File: config.mk
export PLATFORM = sky130hd
export DESIGN_NAME = axis_delay_line
export DESIGN_NICKNAME = d
export VERILOG_FILES = /design/src/rtl/axis_pkg.sv /design/src/rtl/axis_reg_slice.sv /design/src/rtl/axis_delay_line.sv
export SDC_FILE = /design/constraint.sdc
export NUM_CORES = 1
export LEC_CHECK = 0
export ABC_AREA = 1
export CAP_MARGIN = 20
export CORE_MARGIN = 4
export CORE_UTILIZATION = 32
export DETAILED_ROUTE_END_ITERATION = 10
export GPL_ROUTABILITY_DRIVEN = 0
export PLACE_DENSITY = 0.85
export SYNTH_ARGS = -nofsm -noshare
export SYNTH_HDL_FRONTEND = slang
export SYNTH_SLANG_ARGS = --single-unit
File: constraint.sdc
create_clock -name clk_i -period 2.8 [get_ports clk_i]
set_input_delay 0.28 -clock clk_i [delete_from_list [all_inputs] [get_ports clk_i]]
set_output_delay 0.28 -clock clk_i [all_outputs]
set_load 0.02 [all_outputs]
File: src/rtl/axis_pkg.sv
`default_nettype none
// ============================================================================
//  Module      : axis_pkg
//  Description : Shared definitions for the AXI-Stream delay line. A beat is
//                flattened into one vector so that every pipeline stage and
//                the skid buffer hold it in a single register.
//                Beat layout, LSB first:
//                  [data | strb | keep | user | last]
//                The functions below give the width of that vector and the
//                LSB position of every field. The pack/unpack concatenations
//                and slices in the top level are built from them.
//  Revision    : 1.0 - initial release
// ============================================================================
package axis_pkg;

  localparam int unsigned AXIS_BYTE_W = 8;

  // Total flattened width: data + strb + keep + user + last.
  function automatic int unsigned beat_width(input int unsigned data_w,
                                             input int unsigned user_w);
    return data_w + 2 * (data_w / AXIS_BYTE_W) + user_w + 1;
  endfunction

  function automatic int unsigned strb_lsb(input int unsigned data_w);
    return data_w;
  endfunction

  function automatic int unsigned keep_lsb(input int unsigned data_w);
    return data_w + data_w / AXIS_BYTE_W;
  endfunction

  function automatic int unsigned user_lsb(input int unsigned data_w);
    return data_w + 2 * (data_w / AXIS_BYTE_W);
  endfunction

  function automatic int unsigned last_idx(input int unsigned data_w,
                                           input int unsigned user_w);
    return beat_width(data_w, user_w) - 1;
  endfunction

endpackage
`default_nettype wire

File: src/rtl/axis_reg_slice.sv
`default_nettype none
// ============================================================================
//  Module      : axis_reg_slice
//  Description : One stage of the delay line: a valid bit and a flattened
//                beat register. The stage advances when the stage after it
//                advances or when it is empty. An empty stage therefore never
//                blocks the stages in front of it.
//  Ports       : clk_i, rst_n_i    clock, synchronous active-low reset
//                in_valid_i/beat_i  beat offered by the previous stage
//                adv_next_i         advance of the next stage (sink ready
//                                   at the last stage)
//                adv_o              this stage's advance, sent upstream
//                valid_o/beat_o     registered stage contents
//  Revision    : 1.0 - initial release
// ============================================================================
module axis_reg_slice #(
  parameter int unsigned BEAT_W = 8
) (
  input  logic              clk_i,
  input  logic              rst_n_i,
  input  logic              in_valid_i,
  input  logic [BEAT_W-1:0] in_beat_i,
  input  logic              adv_next_i,
  output logic              adv_o,
  output logic              valid_o,
  output logic [BEAT_W-1:0] beat_o
);

  logic              valid_d, valid_q;
  logic [BEAT_W-1:0] beat_d, beat_q;

  assign adv_o   = adv_next_i | ~valid_q;
  assign valid_o = valid_q;
  assign beat_o  = beat_q;

  always_comb begin
    valid_d = valid_q;
    beat_d  = beat_q;
    if (adv_o) begin
      valid_d = in_valid_i;
      beat_d  = in_beat_i;
    end
  end

  always_ff @(posedge clk_i) begin
    if (!rst_n_i) begin
      valid_q <= 1'b0;
    end else begin
      valid_q <= valid_d;
    end
  end

  // Payload is deliberately not reset; only the valid bit qualifies it.
  always_ff @(posedge clk_i) begin
    beat_q <= beat_d;
  end

endmodule
`default_nettype wire

File: src/rtl/axis_delay_line.sv
`default_nettype none
// ============================================================================
//  Module      : axis_delay_line
//  Description : AXI-Stream delay line. Every beat spends at least DELAY_NR
//                register stages inside the block before it is presented
//                downstream. Full backpressure is supported, bubbles
//                collapse, and the current occupancy is reported.
//  Ports       : clk_i, rst_n_i   clock, synchronous active-low reset
//                s_axis_*         upstream AXIS slave (tvalid, tdata, tstrb,
//                                 tkeep, tuser, tlast, tready)
//                m_axis_*         downstream AXIS master (same signals)
//                occupancy_o      number of beats currently held
//  Revision    : 1.0 - initial release
// ============================================================================
module axis_delay_line
  import axis_pkg::*;
#(
  parameter int unsigned AXIS_DATA_WIDTH = 64,
  parameter int unsigned AXIS_USER_WIDTH = 1,
  parameter int unsigned DELAY_NR        = 1,
  parameter int unsigned READY_REG       = 0
) (
  input  logic                           clk_i,
  input  logic                           rst_n_i,
  input  logic                           s_axis_tvalid,
  input  logic [AXIS_DATA_WIDTH-1:0]     s_axis_tdata,
  input  logic [AXIS_DATA_WIDTH/8-1:0]   s_axis_tstrb,
  input  logic [AXIS_DATA_WIDTH/8-1:0]   s_axis_tkeep,
  input  logic [AXIS_USER_WIDTH-1:0]     s_axis_tuser,
  input  logic                           s_axis_tlast,
  output logic                           s_axis_tready,
  output logic                           m_axis_tvalid,
  input  logic                           m_axis_tready,
  output logic [AXIS_DATA_WIDTH-1:0]     m_axis_tdata,
  output logic [AXIS_DATA_WIDTH/8-1:0]   m_axis_tstrb,
  output logic [AXIS_DATA_WIDTH/8-1:0]   m_axis_tkeep,
  output logic [AXIS_USER_WIDTH-1:0]     m_axis_tuser,
  output logic                           m_axis_tlast,
  output logic [$clog2(DELAY_NR+2)-1:0]  occupancy_o
);

  localparam int unsigned BEAT_W   = beat_width(AXIS_DATA_WIDTH, AXIS_USER_WIDTH);
  localparam int unsigned STRB_W   = AXIS_DATA_WIDTH / AXIS_BYTE_W;
  localparam int unsigned STRB_LSB = strb_lsb(AXIS_DATA_WIDTH);
  localparam int unsigned KEEP_LSB = keep_lsb(AXIS_DATA_WIDTH);
  localparam int unsigned USER_LSB = user_lsb(AXIS_DATA_WIDTH);
  localparam int unsigned LAST_IDX = last_idx(AXIS_DATA_WIDTH, AXIS_USER_WIDTH);
  localparam int unsigned OCC_W    = $clog2(DELAY_NR + 2);

  if (DELAY_NR == 0) begin : g_bad_delay
    $error("axis_delay_line: DELAY_NR must be 1 or more");
  end
  if (READY_REG > 1) begin : g_bad_ready_reg
    $error("axis_delay_line: READY_REG must be 0 or 1");
  end

  // Pack the upstream beat into the flattened layout.
  logic [BEAT_W-1:0] s_beat;
  assign s_beat = {s_axis_tlast, s_axis_tuser, s_axis_tkeep, s_axis_tstrb, s_axis_tdata};

  logic [DELAY_NR-1:0] stage_valid;
  logic [BEAT_W-1:0]   stage_beat [DELAY_NR];
  // adv[i] is the advance of stage i; adv[DELAY_NR] is the sink's ready.
  logic [DELAY_NR:0]   adv;
  logic                stage0_in_valid;
  logic [BEAT_W-1:0]   stage0_in_beat;

  assign adv[DELAY_NR] = m_axis_tready;

  for (genvar gi = 0; gi < DELAY_NR; gi++) begin : g_stage
    logic              in_valid;
    logic [BEAT_W-1:0] in_beat;

    if (gi == 0) begin : g_first
      assign in_valid = stage0_in_valid;
      assign in_beat  = stage0_in_beat;
    end else begin : g_chain
      assign in_valid = stage_valid[gi-1];
      assign in_beat  = stage_beat[gi-1];
    end

    axis_reg_slice #(
      .BEAT_W     (BEAT_W)
    ) u_slice (
      .clk_i      (clk_i),
      .rst_n_i    (rst_n_i),
      .in_valid_i (in_valid),
      .in_beat_i  (in_beat),
      .adv_next_i (adv[gi+1]),
      .adv_o      (adv[gi]),
      .valid_o    (stage_valid[gi]),
      .beat_o     (stage_beat[gi])
    );
  end

  if (READY_REG == 0) begin : g_comb_ready
    // Ready follows the advance chain, so the sink's ready reaches the source
    // in the same cycle.
    assign s_axis_tready   = adv[0] & rst_n_i;
    assign stage0_in_valid = s_axis_tvalid;
    assign stage0_in_beat  = s_beat;
  end else begin : g_skid
    logic              skid_valid_d, skid_valid_q;
    logic              ready_d, ready_q;
    logic [BEAT_W-1:0] skid_beat_d, skid_beat_q;
    logic              in_accept;

    assign s_axis_tready = ready_q & rst_n_i;
    assign in_accept     = s_axis_tvalid & s_axis_tready;

    // A held skid beat always goes first. Ready is low whenever the skid is
    // full, so a new beat cannot overtake it.
    assign stage0_in_valid = skid_valid_q | in_accept;
    assign stage0_in_beat  = skid_valid_q ? skid_beat_q : s_beat;

    always_comb begin
      skid_valid_d = (skid_valid_q | in_accept) & ~adv[0];
      ready_d      = ~skid_valid_d;
      skid_beat_d  = skid_beat_q;
      if (in_accept && !adv[0]) begin
        skid_beat_d = s_beat;
      end
    end

    always_ff @(posedge clk_i) begin
      if (!rst_n_i) begin
        skid_valid_q <= 1'b0;
        ready_q      <= 1'b0;
      end else begin
        skid_valid_q <= skid_valid_d;
        ready_q      <= ready_d;
      end
    end

    always_ff @(posedge clk_i) begin
      skid_beat_q <= skid_beat_d;
    end
  end

  // Unpack the last stage onto the downstream interface.
  logic [BEAT_W-1:0] out_beat;
  assign out_beat      = stage_beat[DELAY_NR-1];
  assign m_axis_tvalid = stage_valid[DELAY_NR-1] & rst_n_i;
  assign m_axis_tdata  = out_beat[AXIS_DATA_WIDTH-1:0];
  assign m_axis_tstrb  = out_beat[STRB_LSB +: STRB_W];
  assign m_axis_tkeep  = out_beat[KEEP_LSB +: STRB_W];
  assign m_axis_tuser  = out_beat[USER_LSB +: AXIS_USER_WIDTH];
  assign m_axis_tlast  = out_beat[LAST_IDX];

  // Occupancy counter.
  logic             s_accept, m_accept;
  logic [OCC_W-1:0] occ_d, occ_q;

  assign s_accept = s_axis_tvalid & s_axis_tready;
  assign m_accept = m_axis_tvalid & m_axis_tready;

  always_comb begin
    occ_d = occ_q;
    if (s_accept && !m_accept) begin
      occ_d = occ_q + OCC_W'(1);
    end else if (!s_accept && m_accept) begin
      occ_d = occ_q - OCC_W'(1);
    end
  end

  always_ff @(posedge clk_i) begin
    if (!rst_n_i) begin
      occ_q <= '0;
    end else begin
      occ_q <= occ_d;
    end
  end

  assign occupancy_o = rst_n_i ? occ_q : '0;

endmodule
`default_nettype wire

==> impl_metrics.env, run 1 <==
export IMPL_cts_tree="built"
export IMPL_ys_types=13
export IMPL_fillers=608
export IMPL_powerDensity_nw_per_um2=621
export IMPL_clk_insertion_delay_late_ns=0.34
export IMPL_status="complete, no violations"
export IMPL_cts_sinks=85
export IMPL_routed_via_count=1733
export IMPL_tns_ns=0
export IMPL_slew_headroom_pct=70.6
export IMPL_dr_pass1_iters=4
export IMPL_async_reset_ff_share_pct=0
export IMPL_post_cts_setup_buffer_count=0
export IMPL_rows=32
export IMPL_track_usage_pct=13.6
export IMPL_die_area_um2=9840
export IMPL_arrival_ns=1.83
export IMPL_critPathKind="in2out"
export IMPL_netlist_area_um2=2660
export IMPL_numCtsBuffers=9
export IMPL_grt_pass1_wl_um=9920
export IMPL_nNetsFinal=386
export IMPL_port_buffers=171
export IMPL_routedWlPerCell_um=16.7
export IMPL_hpwl_um=5380
export IMPL_holdWs_ns=0.490
export IMPL_drt_wl_total_um=6780
export IMPL_synth_common_cells="edfxtp_1 (82), inv_1 (11), nand2_1 (8), dfxtp_1 (3)"
export IMPL_antenna_found_initial=0
export IMPL_grt_max_degree=37
export IMPL_vdd_ir_drop_max_mv=0.324
export IMPL_yosysTopAreaCell="edfxtp_1"
export IMPL_grt_ovfl_total=0
export IMPL_utilization_pct=60.4
export IMPL_drt_iter0_drc=64
export IMPL_postCtsResizedCells=0
export IMPL_max_clock_freq_ghz=0.474
export IMPL_worst_pin_slew_ns=0.441
export IMPL_ctsLongestPathBuffers=2
export IMPL_yosys_warnings=0
export IMPL_grt_setup_unrepaired="false"
export IMPL_synth_top_area_share_pct=92.6
export IMPL_io_pins=172
export IMPL_crit_path_max_fanout=19
export IMPL_die_width_um=99.2
export IMPL_worstSetupStartpointType="primary input"
export IMPL_cts_hold_buffers=0
export IMPL_drive_gt1_share_pct=6.91
export IMPL_diodes=0
export IMPL_worstPathRequired_ns=2.52
export IMPL_ys_seq_elements=85
export IMPL_die_h_um=99.2
export IMPL_via_per_inst=4.27
export IMPL_syn_instance_count=115
export IMPL_clk_pin_slew_ns=0.08
export IMPL_yosysSeqAreaShare_pct=94.8
export IMPL_finalCriticalPeriod_ns=2.11
export IMPL_start_util_pct=33.7
export IMPL_synth_ff_type="edfxtp_1"
export IMPL_finalHoldViolCount=0
export IMPL_cts_max_level=3
export IMPL_synth_area_per_cell_um2=23.1
export IMPL_cts_root_buf="clkbuf_8"
export IMPL_hold_path_class="in2reg"
export IMPL_finalSetupViolations=0
export IMPL_synthTopCellsByArea="edfxtp_1 (93%), dfxtp_1 (2.3%), inv_1 (1.6%), nand2_1 (1.1%), ha_1 (0.47%)"
export IMPL_drc_errors=0
export IMPL_synth_edff_count=82
export IMPL_design_area_um2=4760
export IMPL_end_kind="output port"
export IMPL_synthesis_nets=202
export IMPL_grt_pass1_vias=1806
export IMPL_core_um2=7890
export IMPL_worst_clock_skew_ns=0.00526
export IMPL_finalCritPeriodShare_pct=75.4
export IMPL_area_delta_synth_final_pct=79.0
export IMPL_leakagePower_uw=0.00178
export IMPL_slew_violations=0
export IMPL_yosysMostFrequentCell="edfxtp_1"
export IMPL_drv_cap=0
export IMPL_placed_cell_area_um2=4520
export IMPL_ant_nets=0
-- where the power goes --
part	internal, uW	switching [uW]	leakage, uW
registers	1490	27.0	0.000875
clock network	593	409	0.000116
logic	247	194	0.000790
-- state kept, by name, indices dropped and copies added, names as in the netlist --
signal / flops
g_stage.u_slice.beat_o: 82
occ_q: 2
g_stage.u_slice.valid_o: 1
-- final cells by class --
type / count / area (um^2) / share of cell area, %
clock inverter: 6 / 111 / 2.34
multi-input combinational: 18 / 100 / 2.10
tap: 102 / 128 / 2.68
sequential: 85 / 2520 / 53.0
clock buffer: 10 / 128 / 2.68
timing repair buffer: 173 / 1730 / 36.3
inverter: 12 / 45.0 / 0.946
-- path summary, 6_finish.rpt --
kind                                   start                             to  slack, ns  cells after the start
setup / recovery               m_axis_tready                  s_axis_tready       0.69                      6
hold / removal              s_axis_tdata[19]  g_stage[0].u_slice.beat_o[19]       0.49                      1
setup reg to reg  g_stage[0].u_slice.valid_o                       occ_q[1]       1.31                      8
hold reg to reg                     occ_q[0]                       occ_q[0]       0.52                      1
-- metal layers --
metal / track usage, % / part of all wire [%]
met4: 4.52 / 1.7
met5: 0 / 0
met3: 6.38 / 11
met2: 23.9 / 51
met1: 14.3 / 36
-- cell families (layout without fill, tap and decap cells) --
family,count (synthesis),count (layout),share of synthesized area [%]
adders and majority gates,1,1,0.470
AOI/OAI and AO/OA,3,3,0.564
and+or+nand+nor,14,14,2.45
DFF,85,85,94.8
buffers and inverters,12,201,1.69
-- layout by cell type (no fill, tap or decap) --
master	count
a21oi_1	2
buf_4	2
bufinv_16	3
clkbuf_1	1
clkbuf_8	9
clkdlybuf4s50_1	171
clkinv_2	1
clkinv_4	1
clkinvlp_4	1
dfxtp_1	3
edfxtp_1	82
ha_1	1
inv_1	11
inv_2	1
nand2_1	7
nand2_2	1
nand2_4	1
nand3_2	1
nand4_1	1
nor2_1	2
nor3_1	1
o21ai_0	1
-- metrics by stage --
stage	cells	power (uW)	worst slack [ns]
2_1_floorplan	115	1690	0.523
3_3_place_gp	390	1980	0.722
3_5_place_dp	390	1990	0.675
4_1_cts	406	3000	0.661
5_1_grt	406	3080	0.597
6_report	406	2960	0.689
-- critical path, cell delays in order --
cell,delay [ns]
clkdlybuf4s50_1,0.48
inv_1,0.07
nand2_4,0.20
inv_1,0.09
nor2_1,0.10
clkdlybuf4s50_1,0.61
(Power assumes the default switching activity.)
==> run 2: changes to the inputs <==
--- a/config.mk
+++ b/config.mk
@@ -8,10 +8,10 @@
 export ABC_AREA = 1
 export CAP_MARGIN = 20
 export CORE_MARGIN = 4
-export CORE_UTILIZATION = 32
+export CORE_UTILIZATION = 36
 export DETAILED_ROUTE_END_ITERATION = 10
 export GPL_ROUTABILITY_DRIVEN = 0
-export PLACE_DENSITY = 0.85
+export PLACE_DENSITY = 0.9
 export SYNTH_ARGS = -nofsm -noshare
 export SYNTH_HDL_FRONTEND = slang
 export SYNTH_SLANG_ARGS = --single-unit
==> constraint.sdc (replaced) <==
create_clock -name clk_i -period 2.1 [get_ports clk_i]
set_input_delay 0.21 -clock clk_i [delete_from_list [all_inputs] [get_ports clk_i]]
set_output_delay 0.21 -clock clk_i [all_outputs]
set_load 0.02 [all_outputs]
==> run 2 against run 1 <==
Power increased by 29%. Routed wire length is 3.6% lower. Clock-buffer cell count down 1. Die area decreased by 10%. Non-clock buffer count decreased by 1. Critical endpoint unchanged. Largest cell class unchanged. Largest power group unchanged.
==> impl_metrics.env, run 2 (synthesis results as in run 1) <==
export IMPL_layout_commonest_cell="clkdlybuf4s50_1"
export IMPL_ctsLongestPathBuffers=2
export IMPL_die_width_um=94.0
export IMPL_clk_pin_slew_ns=0.09
export IMPL_hpwl_um=5090
export IMPL_core_um2=7210
export IMPL_nNetsFinal=385
export IMPL_drive_gt1_share_pct=6.29
export IMPL_grt_setup_unrepaired="false"
export IMPL_finalCritPeriodShare_pct=86.5
export IMPL_routed_via_count=1682
export IMPL_placed_cell_area_um2=4520
export IMPL_layout_common_cells="clkdlybuf4s50_1 (171), edfxtp_1 (82), inv_1 (11)"
export IMPL_finalSetupViolations=0
export IMPL_finalHoldViolCount=0
export IMPL_drc_errors=0
export IMPL_start_util_pct=36.9
export IMPL_design_area_um2=4730
export IMPL_cts_sinks=85
export IMPL_area_delta_synth_final_pct=77.9
export IMPL_routedWlPerCell_um=16.3
export IMPL_grt_pass1_wl_um=9530
export IMPL_worst_path_max_delay_cell="clkdlybuf4s50_1"
export IMPL_die_area_um2=8830
export IMPL_leakagePower_uw=0.00177
export IMPL_largest_reg_flops=82
export IMPL_via_per_inst=4.19
export IMPL_critPathKind="in2out"
export IMPL_numCtsBuffers=9
export IMPL_arrival_ns=1.61
export IMPL_io_pins=172
export IMPL_post_cts_setup_buffer_count=0
export IMPL_drt_iter0_drc=37
export IMPL_track_usage_pct=14.5
export IMPL_crit_path_max_incr_delay_ns=0.62
export IMPL_fillers=521
export IMPL_grt_max_degree=84
export IMPL_worstPathRequired_ns=1.89
export IMPL_cts_root_buf="clkbuf_8"
export IMPL_grt_ovfl_total=0
export IMPL_hold_path_class="in2reg"
export IMPL_end_kind="output port"
export IMPL_die_h_um=94.0
export IMPL_finalCriticalPeriod_ns=1.82
export IMPL_tns_ns=0
export IMPL_cts_hold_buffers=0
export IMPL_slew_violations=0
export IMPL_worst_pin_slew_ns=0.445
export IMPL_cts_max_level=3
export IMPL_drt_wl_total_um=6530
export IMPL_finalPower_uw=3830
export IMPL_worst_clock_skew_ns=0.0123
export IMPL_powerDensity_nw_per_um2=808
export IMPL_path_cells="clkdlybuf4s50_1, inv_1, nand2_4, inv_1, nor2_1, clkdlybuf4s50_1"
export IMPL_drv_cap=0
export IMPL_rows=31
export IMPL_status="complete, no violations"
export IMPL_slew_headroom_pct=70.3
export IMPL_worstSetupStartpointType="primary input"
export IMPL_vdd_ir_drop_max_mv=0.369
export IMPL_port_buffers=171
export IMPL_antenna_found_initial=0
export IMPL_max_clock_freq_ghz=0.550
export IMPL_crit_path_max_fanout=2
export IMPL_postCtsResizedCells=0
export IMPL_grt_pass1_vias=1785
export IMPL_cts_tree="built"
export IMPL_dr_pass1_iters=4
export IMPL_diodes=0
export IMPL_clk_insertion_delay_late_ns=0.34
export IMPL_ant_nets=0
run 2: cell types whose count changed in the layout (fill, tap and decap cells not counted):
cell | before | now
buf_12 | 0 | 1
buf_4 | 2 | 0
bufinv_16 | 3 | 2
clkbuf_1 | 1 | 0
clkinv_1 | 0 | 1
clkinvlp_4 | 1 | 0
inv_6 | 0 | 1
run 2: critical path, delay by kind of cell:
kind	cells	cell delay, ns
AND/OR/NAND/NOR	2	0.16
buffers and inverters	4	1.22
run 2: metal layers:
layer | wire (um) | vias to the layer above | part of all wire, % | global-route usage [%]
li1 | - | 793 | - | -
met1 | 2160 | 795 | 33 | 14.5
met2 | 3660 | 85 | 56 | 27.5
met3 | 611 | 9 | 9.4 | 4.33
met4 | 103 | 0 | 1.6 | 6.50
met5 | 0 | - | 0 | 0
run 2: final timing paths:
check / start / end / slack, ns / cells past startpoint
min: s_axis_tdata[1] / g_stage[0].u_slice.beat_o[1] / 0.42 / 1
min reg2reg: occ_q[0] / occ_q[0] / 0.52 / 1
max: m_axis_tready / s_axis_tready / 0.28 / 6
max reg2reg: g_stage[0].u_slice.valid_o / occ_q[1] / 0.77 / 8
run 2: where the power goes:
part | internal, uW | leakage, uW | switching [uW] | total (uW)
clock network | 664 | 0.000107 | 556 | 1220
logic | 330 | 0.000792 | 256 | 586
registers | 1990 | 0.000875 | 34.4 | 2020
run 2: metrics by stage:
| stage | std cells | util, % | setup slack [ns] | hold slack, ns |
|---|---|---|---|---|
| after floorplan | 115 | - | 0.268 | 0.309 |
| after global placement | 386 | 62.7 | 0.337 | 0.481 |
| after detailed placement | 386 | 62.7 | 0.289 | 0.505 |
| after CTS | 401 | 65.6 | 0.280 | 0.399 |
| after global routing | 401 | 65.6 | 0.206 | 0.392 |
| final | 401 | 65.6 | 0.283 | 0.415 |
run 2: layout make-up:
class / instances / area (um^2) / area share (%)
repair buffers: 172 / 1730 / 36.6
clock buffers: 9 / 124 / 2.62
multi-input cells: 18 / 100 / 2.11
clock inverters: 6 / 86.3 / 1.82
inverters: 12 / 45.0 / 0.952
flip-flops and latches: 85 / 2520 / 53.3
well taps: 99 / 124 / 2.62
